<file path="src/rtl/cv32e40p_wake_unit_if.sv">
// Sleep-stage / interrupt / debug signal bundle for the WFI wake unit.
// The slave modport is the wake unit; the master modport is whoever drives it.
interface cv32e40p_wake_unit_if;
  logic        fetch_enable_i;
  logic        wfi_insn_i;
  logic [31:0] irq_i;
  logic [31:0] irq_en_i;
  logic        debug_req_i;
  logic        debug_mode_i;
  logic        debug_single_step_i;
  logic        ext_wake_async_i;
  logic        core_sleep_i;
  logic        sleep_cycles_clr_i;
  logic        wake_from_sleep_o;
  logic        debug_wfi_no_sleep_o;
  logic [1:0]  wfi_state_o;
  logic [31:0] sleep_cycles_o;

  modport slave (
    input  fetch_enable_i, wfi_insn_i, irq_i, irq_en_i, debug_req_i, debug_mode_i,
           debug_single_step_i, ext_wake_async_i, core_sleep_i, sleep_cycles_clr_i,
    output wake_from_sleep_o, debug_wfi_no_sleep_o, wfi_state_o, sleep_cycles_o
  );

  modport master (
    output fetch_enable_i, wfi_insn_i, irq_i, irq_en_i, debug_req_i, debug_mode_i,
           debug_single_step_i, ext_wake_async_i, core_sleep_i, sleep_cycles_clr_i,
    input  wake_from_sleep_o, debug_wfi_no_sleep_o, wfi_state_o, sleep_cycles_o
  );
endinterface

</file>
<file path="src/rtl/cv32e40p_wake_unit.sv">
// WFI sleep/wake controller with a synchronized external wake pin.
// Optional sleep cycle counter is enabled by defining CV32E40P_SLEEP_CNT_EN.
module cv32e40p_wake_unit (
  input logic                 clk_ungated_i,
  input logic                 rst_n,
  cv32e40p_wake_unit_if.slave wake_if
);

  typedef enum logic [1:0] {
    IDLE       = 2'd0,
    WAIT_SLEEP = 2'd1,
    SLEEP      = 2'd2,
    WAKE       = 2'd3
  } wfiState_e;

  wfiState_e state_q, state_d;
  logic      extWakeMeta_q, extWakeSync_q;
  logic      wakeEvent;
  logic      noSleep;
  logic      wfiAccepted;

  always_ff @(posedge clk_ungated_i or negedge rst_n) begin
    if (!rst_n) begin
      extWakeMeta_q <= 1'b0;
      extWakeSync_q <= 1'b0;
    end else begin
      extWakeMeta_q <= wake_if.ext_wake_async_i;
      extWakeSync_q <= extWakeMeta_q;
    end
  end

  assign wakeEvent   = (|(wake_if.irq_i & wake_if.irq_en_i)) | wake_if.debug_req_i | extWakeSync_q;
  assign noSleep     = wake_if.debug_mode_i | wake_if.debug_single_step_i | wake_if.debug_req_i;
  assign wfiAccepted = wake_if.wfi_insn_i & wake_if.fetch_enable_i & ~noSleep;

  always_ff @(posedge clk_ungated_i or negedge rst_n) begin
    if (!rst_n) begin
      state_q <= IDLE;
    end else begin
      state_q <= state_d;
    end
  end

  always_comb begin
    state_d = state_q;
    unique case (state_q)
      IDLE: begin
        if (wfiAccepted && wakeEvent) begin
          state_d = WAKE;
        end else if (wfiAccepted) begin
          state_d = WAIT_SLEEP;
        end
      end
      WAIT_SLEEP: begin
        if (wakeEvent) begin
          state_d = WAKE;
        end else if (wake_if.core_sleep_i) begin
          state_d = SLEEP;
        end
      end
      SLEEP: begin
        if (wakeEvent) begin
          state_d = WAKE;
        end
      end
      WAKE: begin
        state_d = IDLE;
      end
      default: begin
        state_d = IDLE;
      end
    endcase
  end

  // The wake request is live in every state so synchronous sources reach
  // the sleep stage with no added latency; WAKE stretches it by one cycle.
  always_comb begin
    wake_if.wfi_state_o          = state_q;
    wake_if.wake_from_sleep_o    = wakeEvent | (state_q == WAKE);
    wake_if.debug_wfi_no_sleep_o = noSleep;
  end

`ifdef CV32E40P_SLEEP_CNT_EN
  logic [31:0] sleepCnt_q, sleepCnt_d;

  always_comb begin
    sleepCnt_d = sleepCnt_q;
    if (wake_if.sleep_cycles_clr_i) begin
      sleepCnt_d = '0;
    end else if ((state_q == SLEEP) && (sleepCnt_q != 32'hFFFF_FFFF)) begin
      sleepCnt_d = sleepCnt_q + 32'd1;
    end
  end

  always_ff @(posedge clk_ungated_i or negedge rst_n) begin
    if (!rst_n) begin
      sleepCnt_q <= '0;
    end else begin
      sleepCnt_q <= sleepCnt_d;
    end
  end

  assign wake_if.sleep_cycles_o = sleepCnt_q;
`else
  assign wake_if.sleep_cycles_o = 32'd0;
`endif

endmodule

</file>
<file path="src/flat_wrapper.sv">
// flat-port wrapper written by rule: the top's interface ports become plain ports
module cv32e40p_wake_unit_flat 
  (clk_ungated_i, rst_n, wake_if_fetch_enable_i, wake_if_wfi_insn_i, wake_if_irq_i, wake_if_irq_en_i, wake_if_debug_req_i, wake_if_debug_mode_i, wake_if_debug_single_step_i, wake_if_ext_wake_async_i, wake_if_core_sleep_i, wake_if_sleep_cycles_clr_i, wake_if_wake_from_sleep_o, wake_if_debug_wfi_no_sleep_o, wake_if_wfi_state_o, wake_if_sleep_cycles_o);
  cv32e40p_wake_unit_if wake_if_i ();
  input logic clk_ungated_i;
  input logic rst_n;
  input wire logic [$bits(wake_if_i.fetch_enable_i)-1:0] wake_if_fetch_enable_i;
  input wire logic [$bits(wake_if_i.wfi_insn_i)-1:0] wake_if_wfi_insn_i;
  input wire logic [$bits(wake_if_i.irq_i)-1:0] wake_if_irq_i;
  input wire logic [$bits(wake_if_i.irq_en_i)-1:0] wake_if_irq_en_i;
  input wire logic [$bits(wake_if_i.debug_req_i)-1:0] wake_if_debug_req_i;
  input wire logic [$bits(wake_if_i.debug_mode_i)-1:0] wake_if_debug_mode_i;
  input wire logic [$bits(wake_if_i.debug_single_step_i)-1:0] wake_if_debug_single_step_i;
  input wire logic [$bits(wake_if_i.ext_wake_async_i)-1:0] wake_if_ext_wake_async_i;
  input wire logic [$bits(wake_if_i.core_sleep_i)-1:0] wake_if_core_sleep_i;
  input wire logic [$bits(wake_if_i.sleep_cycles_clr_i)-1:0] wake_if_sleep_cycles_clr_i;
  output wire logic [$bits(wake_if_i.wake_from_sleep_o)-1:0] wake_if_wake_from_sleep_o;
  output wire logic [$bits(wake_if_i.debug_wfi_no_sleep_o)-1:0] wake_if_debug_wfi_no_sleep_o;
  output wire logic [$bits(wake_if_i.wfi_state_o)-1:0] wake_if_wfi_state_o;
  output wire logic [$bits(wake_if_i.sleep_cycles_o)-1:0] wake_if_sleep_cycles_o;
  assign wake_if_i.fetch_enable_i = wake_if_fetch_enable_i;
  assign wake_if_i.wfi_insn_i = wake_if_wfi_insn_i;
  assign wake_if_i.irq_i = wake_if_irq_i;
  assign wake_if_i.irq_en_i = wake_if_irq_en_i;
  assign wake_if_i.debug_req_i = wake_if_debug_req_i;
  assign wake_if_i.debug_mode_i = wake_if_debug_mode_i;
  assign wake_if_i.debug_single_step_i = wake_if_debug_single_step_i;
  assign wake_if_i.ext_wake_async_i = wake_if_ext_wake_async_i;
  assign wake_if_i.core_sleep_i = wake_if_core_sleep_i;
  assign wake_if_i.sleep_cycles_clr_i = wake_if_sleep_cycles_clr_i;
  assign wake_if_wake_from_sleep_o = wake_if_i.wake_from_sleep_o;
  assign wake_if_debug_wfi_no_sleep_o = wake_if_i.debug_wfi_no_sleep_o;
  assign wake_if_wfi_state_o = wake_if_i.wfi_state_o;
  assign wake_if_sleep_cycles_o = wake_if_i.sleep_cycles_o;
  cv32e40p_wake_unit u_core (.clk_ungated_i(clk_ungated_i), .rst_n(rst_n), .wake_if(wake_if_i));
endmodule
</file>
<file path="config.mk">
export PLATFORM = sky130hd
export DESIGN_NAME = cv32e40p_wake_unit_flat
export DESIGN_NICKNAME = d
export VERILOG_FILES = /design/src/rtl/cv32e40p_wake_unit_if.sv /design/src/rtl/cv32e40p_wake_unit.sv /design/src/flat_wrapper.sv
export SDC_FILE = /design/constraint.sdc
export NUM_CORES = 1
export LEC_CHECK = 0
export CORE_MARGIN = 2
export CORE_UTILIZATION = 25
export CTS_CLUSTER_DIAMETER = 60
export DETAILED_ROUTE_END_ITERATION = 6
export PLACE_DENSITY = 0.83
export SLEW_MARGIN = 20
export SYNTH_ARGS = -nofsm -noshare
export SYNTH_HDL_FRONTEND = slang
export SYNTH_SLANG_ARGS = --single-unit
</file>
<file path="constraint.sdc">
create_clock -name clk_ungated_i -period 2.69 [get_ports clk_ungated_i]
set_input_delay 0.269 -clock clk_ungated_i [delete_from_list [all_inputs] [get_ports clk_ungated_i]]
set_output_delay 0.269 -clock clk_ungated_i [all_outputs]
set_load 0.02 [all_outputs]
</file>
==> results.md, run 1 <==
- Clock tree from TritonCTS: built
- Master cell of the clock root buffer: sky130_fd_sc_hd__clkbuf_4
- Area Growth Syn to Fin: 97.7%
- Core Region: ~2800 um2
- Area enclosed by the die boundary: 3330 um2
- Post-layout total power: approximately 580 uW
- Average cell area after synthesis: approximately 8.1 um2
- Endpoint required time on the critical path: approximately 2.4 ns
- Maximum clock frequency: between 0.3 and 0.4 GHz
- Clock latency reported for the late side of the worst-skew pair: 0.23 ns
- Signal arrival time at the worst endpoint: approximately 2.3 ns
- Number of hold-repair buffers added at the cts stage: 0
- Library cell with the largest summed area after synthesis: sky130_fd_sc_hd__buf_4
- Cts bufs inserted: 3
- Distinct cell type count of the synthesized netlist: 26
- Nature of the critical path startpoint: input port
- Adder and majority cell fraction of the synthesized area: between 8 and 9%
- Number of antenna-violating nets in the routed design: 0
- Via density per instance: roughly 4.3
- Number of synthesized register bits: 4
- Library cell with the highest instance count after synthesis: sky130_fd_sc_hd__buf_4
- Crit path capture: wake_if_wake_from_sleep_o
- Hold WC Path Type: input port to asynchronous set/reset pin
- Initial Utilization: between 20% and 30%
- Fraction of layout cells with a size suffix above 1: ~5.4%
- Kind of end point of the critical path: output pin
- Final critical-path required period: about 2.6 ns
- Routability Congestion: around 0.72
- Worst slack on hold paths: roughly 0.24 ns
- Yosys warns: 0
- Final net count: approximately 250
- Number of setup violations in the final report: 0
- R2R Setup Slk: ~0.77 ns
- Initial antenna violation count: 0
- Final routed DRC violation total: 0
- Clock-pin slew on the worst setup and hold paths: approximately 0.040 ns
- Count of placed standard cells including taps: roughly 200
- Number of global-route vias before repair: a little under 900
- DIE WIDTH: just under 60 um
- Critical path peak fanout: 2
- Depth of the CTS H-tree: 1
- Post-synth top cells: sky130_fd_sc_hd__buf_4 (32), sky130_fd_sc_hd__a22oi_1 (14), sky130_fd_sc_hd__ha_1 (5)
- Simple logic cell fraction of the synthesized area: 15.8%
- Buffers on Ports: 76
- Part of the Yosys area used for sequential elements: between 10% and 20%
- Fraction of synthesized cell area taken by the top area cell type: around a third
- Largest cells by area after synthesis: sky130_fd_sc_hd__buf_4 (33%), sky130_fd_sc_hd__a22oi_1 (15%), sky130_fd_sc_hd__dfrtp_1 (14%), sky130_fd_sc_hd__ha_1 (8.7%), sky130_fd_sc_hd__a211oi_1 (3.1%)
- Worst reg2reg endpoint: u_core.wake_if.wfi_state_o[1]
- Async S/R FF share, synth: 100%
- Number of cells produced by synthesis: 89
- Routed length per instance: about 11 um
- Gates resized, CTS repair: 1
- Final HPWL DP: 2130 um
- Final max-slew violation count: 0
- Clk buf depth: 2
- Maximum number of pins on one net before global-route repair: 8
- Max rail drop VDD: approximately 0.40 mV
- Worst clock skew: about 0.0037 ns
- Die Height: ~58 um
- Hold violation count in the final report: 0
- Count of buffers added by post-CTS timing repair for setup: 0
- Post-route cell area: about 1400 um2
- Outcome: completed
- Setup repair after global routing missed its margin: false
- Main combinational cell family by area after synthesis: buffers and inverters
- Layout Cells excl Fill: slightly below 200
- Site Rows: 19
- Final period util: a little over nine tenths
- Worst reg2reg path depth: 6
- Number of sinks on the clock net: 4
- Placed Instance Area: approximately 1400 um2
- IO Pins: 110
- Worst Path Class, Setup: input port to output pin
- Max Cap Violations: 0
- CP Launch Point: wake_if_irq_en_i[17]
- Wire length of the first global-routing pass: around 3400 um
- Launch point of the worst reg-to-reg path: u_core.extWakeSync_q
- Router iterations before antenna repair: 3
- Leakage power figure: between 0.6 and 0.7 nW
- Overflow left after global routing: 0
- DRC marker count from the first detailed-route iteration: 11
- Synth Area in XOR/XNOR: 0%
- Antenna Cells: 0
- Routed via count: about 860
- Area of the mapped netlist: a little over 700 um2
- Compound-cell area share of the yosys netlist: roughly a quarter
- Wire length reported by the detailed router: 2240 um
- Mux cell area share after synthesis: 0%
- Count of flip-flops with a built-in enable after synthesis: 0
- Pwr dens: about 410 nW/um2
- Total routing usage reported by global routing: approximately an eighth
- Most frequently used flop master after synthesis: sky130_fd_sc_hd__dfrtp_1
[per-stage QoR]
step | setup slack [ns] | utilization [%] | setup TNS (ns)
4_1_cts | 0.0960 | 51.7 | 0
3_3_place_gp | -0.130 | 50.9 | -0.130
6_report | 0.113 | 51.7 | 0
5_1_grt | 0.0174 | 51.7 | 0
3_5_place_dp | -0.124 | 50.9 | -0.124
2_1_floorplan | 0.835 | - | 0
[report_power, final]
group / internal, mW / switching [mW]
Sequential: 0.0793 / 0.0286
Combinational: 0.211 / 0.188
Clock: 0.0496 / 0.0208
Total: 0.340 / 0.237
[final cells by class]
cell class	count	area [um2]
fill	257	1330
clock buffer	3	22.5
inverter	4	15.0
multi-input combinational	80	482
timing repair buffer	77	767
sequential	4	100
tap	31	38.8
[worst min path at each step]
stage	to	start	cells after the start
2_1_floorplan	u_core.extWakeMeta_q	rst_n	0
3_3_place_gp	u_core.extWakeSync_q	u_core.extWakeMeta_q	0
3_5_place_dp	u_core.extWakeSync_q	u_core.extWakeMeta_q	0
4_1_cts	u_core.wake_if.wfi_state_o[1]	rst_n	1
5_1_grt	u_core.extWakeMeta_q	rst_n	1
6_report	u_core.wake_if.wfi_state_o[1]	rst_n	1
[per-layer routing]
layer	global-route usage [%]	share of wire (%)
met1	11.1	31
met3	2.23	9.4
met5	0	0
met4	5.32	1.0
met2	27.6	58
[worst max-delay path: stages]
cell and delay, ns:
sky130_fd_sc_hd__clkdlybuf4s50_1 0.41, sky130_fd_sc_hd__a22oi_1 0.20, sky130_fd_sc_hd__nand4_1 0.13, sky130_fd_sc_hd__or4_4 0.55, sky130_fd_sc_hd__or3_2 0.42, sky130_fd_sc_hd__dlygate4sd2_1 0.33
[registers in the layout, summed over array words and instances (netlist names)]
signal                      cells
u_core.extWakeSync_q            1
u_core.extWakeMeta_q            1
u_core.wake_if.wfi_state_o      2
[cells in the final DEF (no fill, tap or decap), types with 2 or more instances in the layout]
cell type	count
sky130_fd_sc_hd__ha_1	5
sky130_fd_sc_hd__nand2_1	3
sky130_fd_sc_hd__dfrtp_1	4
sky130_fd_sc_hd__inv_1	4
sky130_fd_sc_hd__nand4_1	3
sky130_fd_sc_hd__a21oi_1	2
sky130_fd_sc_hd__clkdlybuf4s50_1	75
sky130_fd_sc_hd__a211oi_1	3
sky130_fd_sc_hd__nor4b_1	2
sky130_fd_sc_hd__conb_1	32
sky130_fd_sc_hd__or2_2	2
sky130_fd_sc_hd__a22oi_1	14
sky130_fd_sc_hd__clkbuf_4	3
[cells by family (layout without fill, tap and decap cells)]
group / Yosys count / in the layout
buffers and inverters: 36 / 84
AO/OA/AOI/OAI: 25 / 25
AND/OR/NAND/NOR: 18 / 18
adder cells (fa/ha/maj): 5 / 5
flip-flops: 4 / 4
other: 1 / 32
(Power assumes the default switching activity.)
==> run 2: changes to the inputs <==
- SETUP_SLACK_MARGIN: not set -> 0.02
==> run 2 against run 1 <==
Power is the same. Highest routed layer unchanged. Largest cell class unchanged. Clock power is essentially flat. Fmax grew 1.2%. Count of clock-buffer cells in the layout is the same. Critical endpoint unchanged.
==> results.md, run 2 (synthesized netlist as in run 1, its figures left out) <==
- Outcome: completed
- Wire length of the first global-routing pass: approximately 3400 um
- Number of setup violations in the final report: 0
- Depth of the CTS H-tree: 1
- Routed length per instance: around 11 um
- Max Cap Violations: 0
- DRC marker count from the first detailed-route iteration: 11
- Fraction of layout cells with a size suffix above 1: under 10%
- Final routed DRC violation total: 0
- Master cell of the clock root buffer: sky130_fd_sc_hd__clkbuf_4
- Number of sinks on the clock net: 4
- Routed via count: 858
- Number of filler cells placed in the layout: roughly 260
- Final Core Density: between 50 and 60%
- Clock-pin slew on the worst setup and hold paths: about 0.04 ns
- Area taken by flip-flops and latches: between 100 and 150 um2
- Final net count: 249
- Maximum clock frequency: 0.393 GHz
- DIE WIDTH: around 58 um
- Most common cell after layout, fill and taps aside: sky130_fd_sc_hd__clkdlybuf4s50_1
- Initial antenna violation count: 0
- Overflow left after global routing: 0
- Final period util: between 90% and 100%
- Clock tree from TritonCTS: built
- Most used cells in the layout excluding fill and tap cells: sky130_fd_sc_hd__clkdlybuf4s50_1 (75), sky130_fd_sc_hd__conb_1 (32), sky130_fd_sc_hd__a22oi_1 (14)
- Site Rows: 19
- Flip-flop count of the largest register after layout: 2
- Worst slack on hold paths: between 0.2 and 0.25 ns
- Initial Utilization: between 20% and 30%
- Area enclosed by the die boundary: ~3300 um2
- Final max-slew violation count: 0
- Nature of the critical path startpoint: input port
- Total negative slack: 0 ns
- Post-layout total power: between 500 and 600 uW
- Area Growth Syn to Fin: 97.9%
- Pwr dens: a little over 400 nW/um2
- Final HPWL DP: about 2100 um
- Number of antenna-violating nets in the routed design: 0
- Wire length reported by the detailed router: 2240 um
- Hold WC Path Type: input port to asynchronous set/reset pin
- Leakage power figure: 0.609 nW
- Setup repair after global routing missed its margin: false
- Post-route cell area: ~1400 um2
- Number of global-route vias before repair: approximately 880
- Placed Instance Area: between 1000 and 1500 um2
- IO Pins: 110
- Buffers on Ports: 76
- Antenna Cells: 0
- Final critical-path required period: ~2.5 ns
- Worst clock skew: 0.00372 ns
- Critical path peak fanout: 2
- Kind of end point of the critical path: output pin
- Clk buf depth: 2
- Hold violation count in the final report: 0
- Cts bufs inserted: 3
- Via density per instance: 4.31
- Routability Congestion: 0.717
- Area occupied by multi-input gates: ~480 um2
- Endpoint required time on the critical path: around 2.4 ns
- Worst Path Class, Setup: input port to output pin
- Max rail drop VDD: 0.398 mV
- Core Region: between 2000 and 3000 um2
- Maximum number of pins on one net before global-route repair: 8
- Total routing usage reported by global routing: about an eighth
- Router iterations before antenna repair: 3
- Signal arrival time at the worst endpoint: 2.28 ns
- Die Height: about 58 um
- Clock latency reported for the late side of the worst-skew pair: 0.23 ns
run 2: cell types whose count changed in the layout (fill, tap and decap cells not counted):
cell,before,now
sky130_fd_sc_hd__dlygate4sd2_1,1,0
sky130_fd_sc_hd__clkdlybuf4s15_1,0,1
run 2: final timing paths:
kind                                  startpoint                       endpoint  slack, ns  cells after the start
setup / recovery            wake_if_irq_en_i[17]      wake_if_wake_from_sleep_o       0.14                      6
hold reg to reg             u_core.extWakeMeta_q           u_core.extWakeSync_q       0.35                      0
setup reg to reg            u_core.extWakeSync_q  u_core.wake_if.wfi_state_o[1]       0.77                      6
hold / removal                             rst_n  u_core.wake_if.wfi_state_o[1]       0.24                      1
min in group clk_ungated_i  u_core.extWakeMeta_q           u_core.extWakeSync_q       0.35                      0
max in group asynchronous                  rst_n           u_core.extWakeSync_q       2.28                      1
run 2: power breakdown:
| group | internal [mW] | switching [mW] |
|---|---|---|
| sequential | 0.0793 | 0.0286 |
| combinational | 0.211 | 0.188 |
| clock | 0.0496 | 0.0208 |
run 2: layout make-up:
class / instances / area share [%]
Tap cell: 31 / 2.72
Multi-Input combinational cell: 80 / 33.8
Timing Repair Buffer: 77 / 53.9
Inverter: 4 / 1.05
Sequential cell: 4 / 7.02
Clock buffer: 3 / 1.58
run 2: worst max-delay path, stage by stage:
cell                              delay, ns
sky130_fd_sc_hd__clkdlybuf4s50_1       0.41
sky130_fd_sc_hd__a22oi_1               0.20
sky130_fd_sc_hd__nand4_1               0.13
sky130_fd_sc_hd__or4_4                 0.55
sky130_fd_sc_hd__or3_2                 0.42
sky130_fd_sc_hd__clkdlybuf4s15_1       0.30
run 2: per-stage QoR:
stage,setup slack [ns],cells
after global placement,-0.130,196
after floorplan,0.835,120
final,0.143,199
after detailed placement,-0.124,196
after CTS,0.0960,199
after global routing,0.0485,199
run 2: what timing repair did:
| action | 4_1_cts | 5_1_grt |
|---|---|---|
| gates cloned | 0 | 0 |
| resized for setup | 1 | 1 |
| endpoints found under the setup margin | 1 | 1 |
| hold buffers | 0 | 0 |
| setup buffers | 0 | 0 |
run 2: per-layer routing:
layer	global-route usage, %	wire, um	up-vias
met5	0	0	-
met1	11.1	700	372
li1	-	-	425
met3	2.23	209	2
met4	5.32	23	0
met2	27.6	1310	59
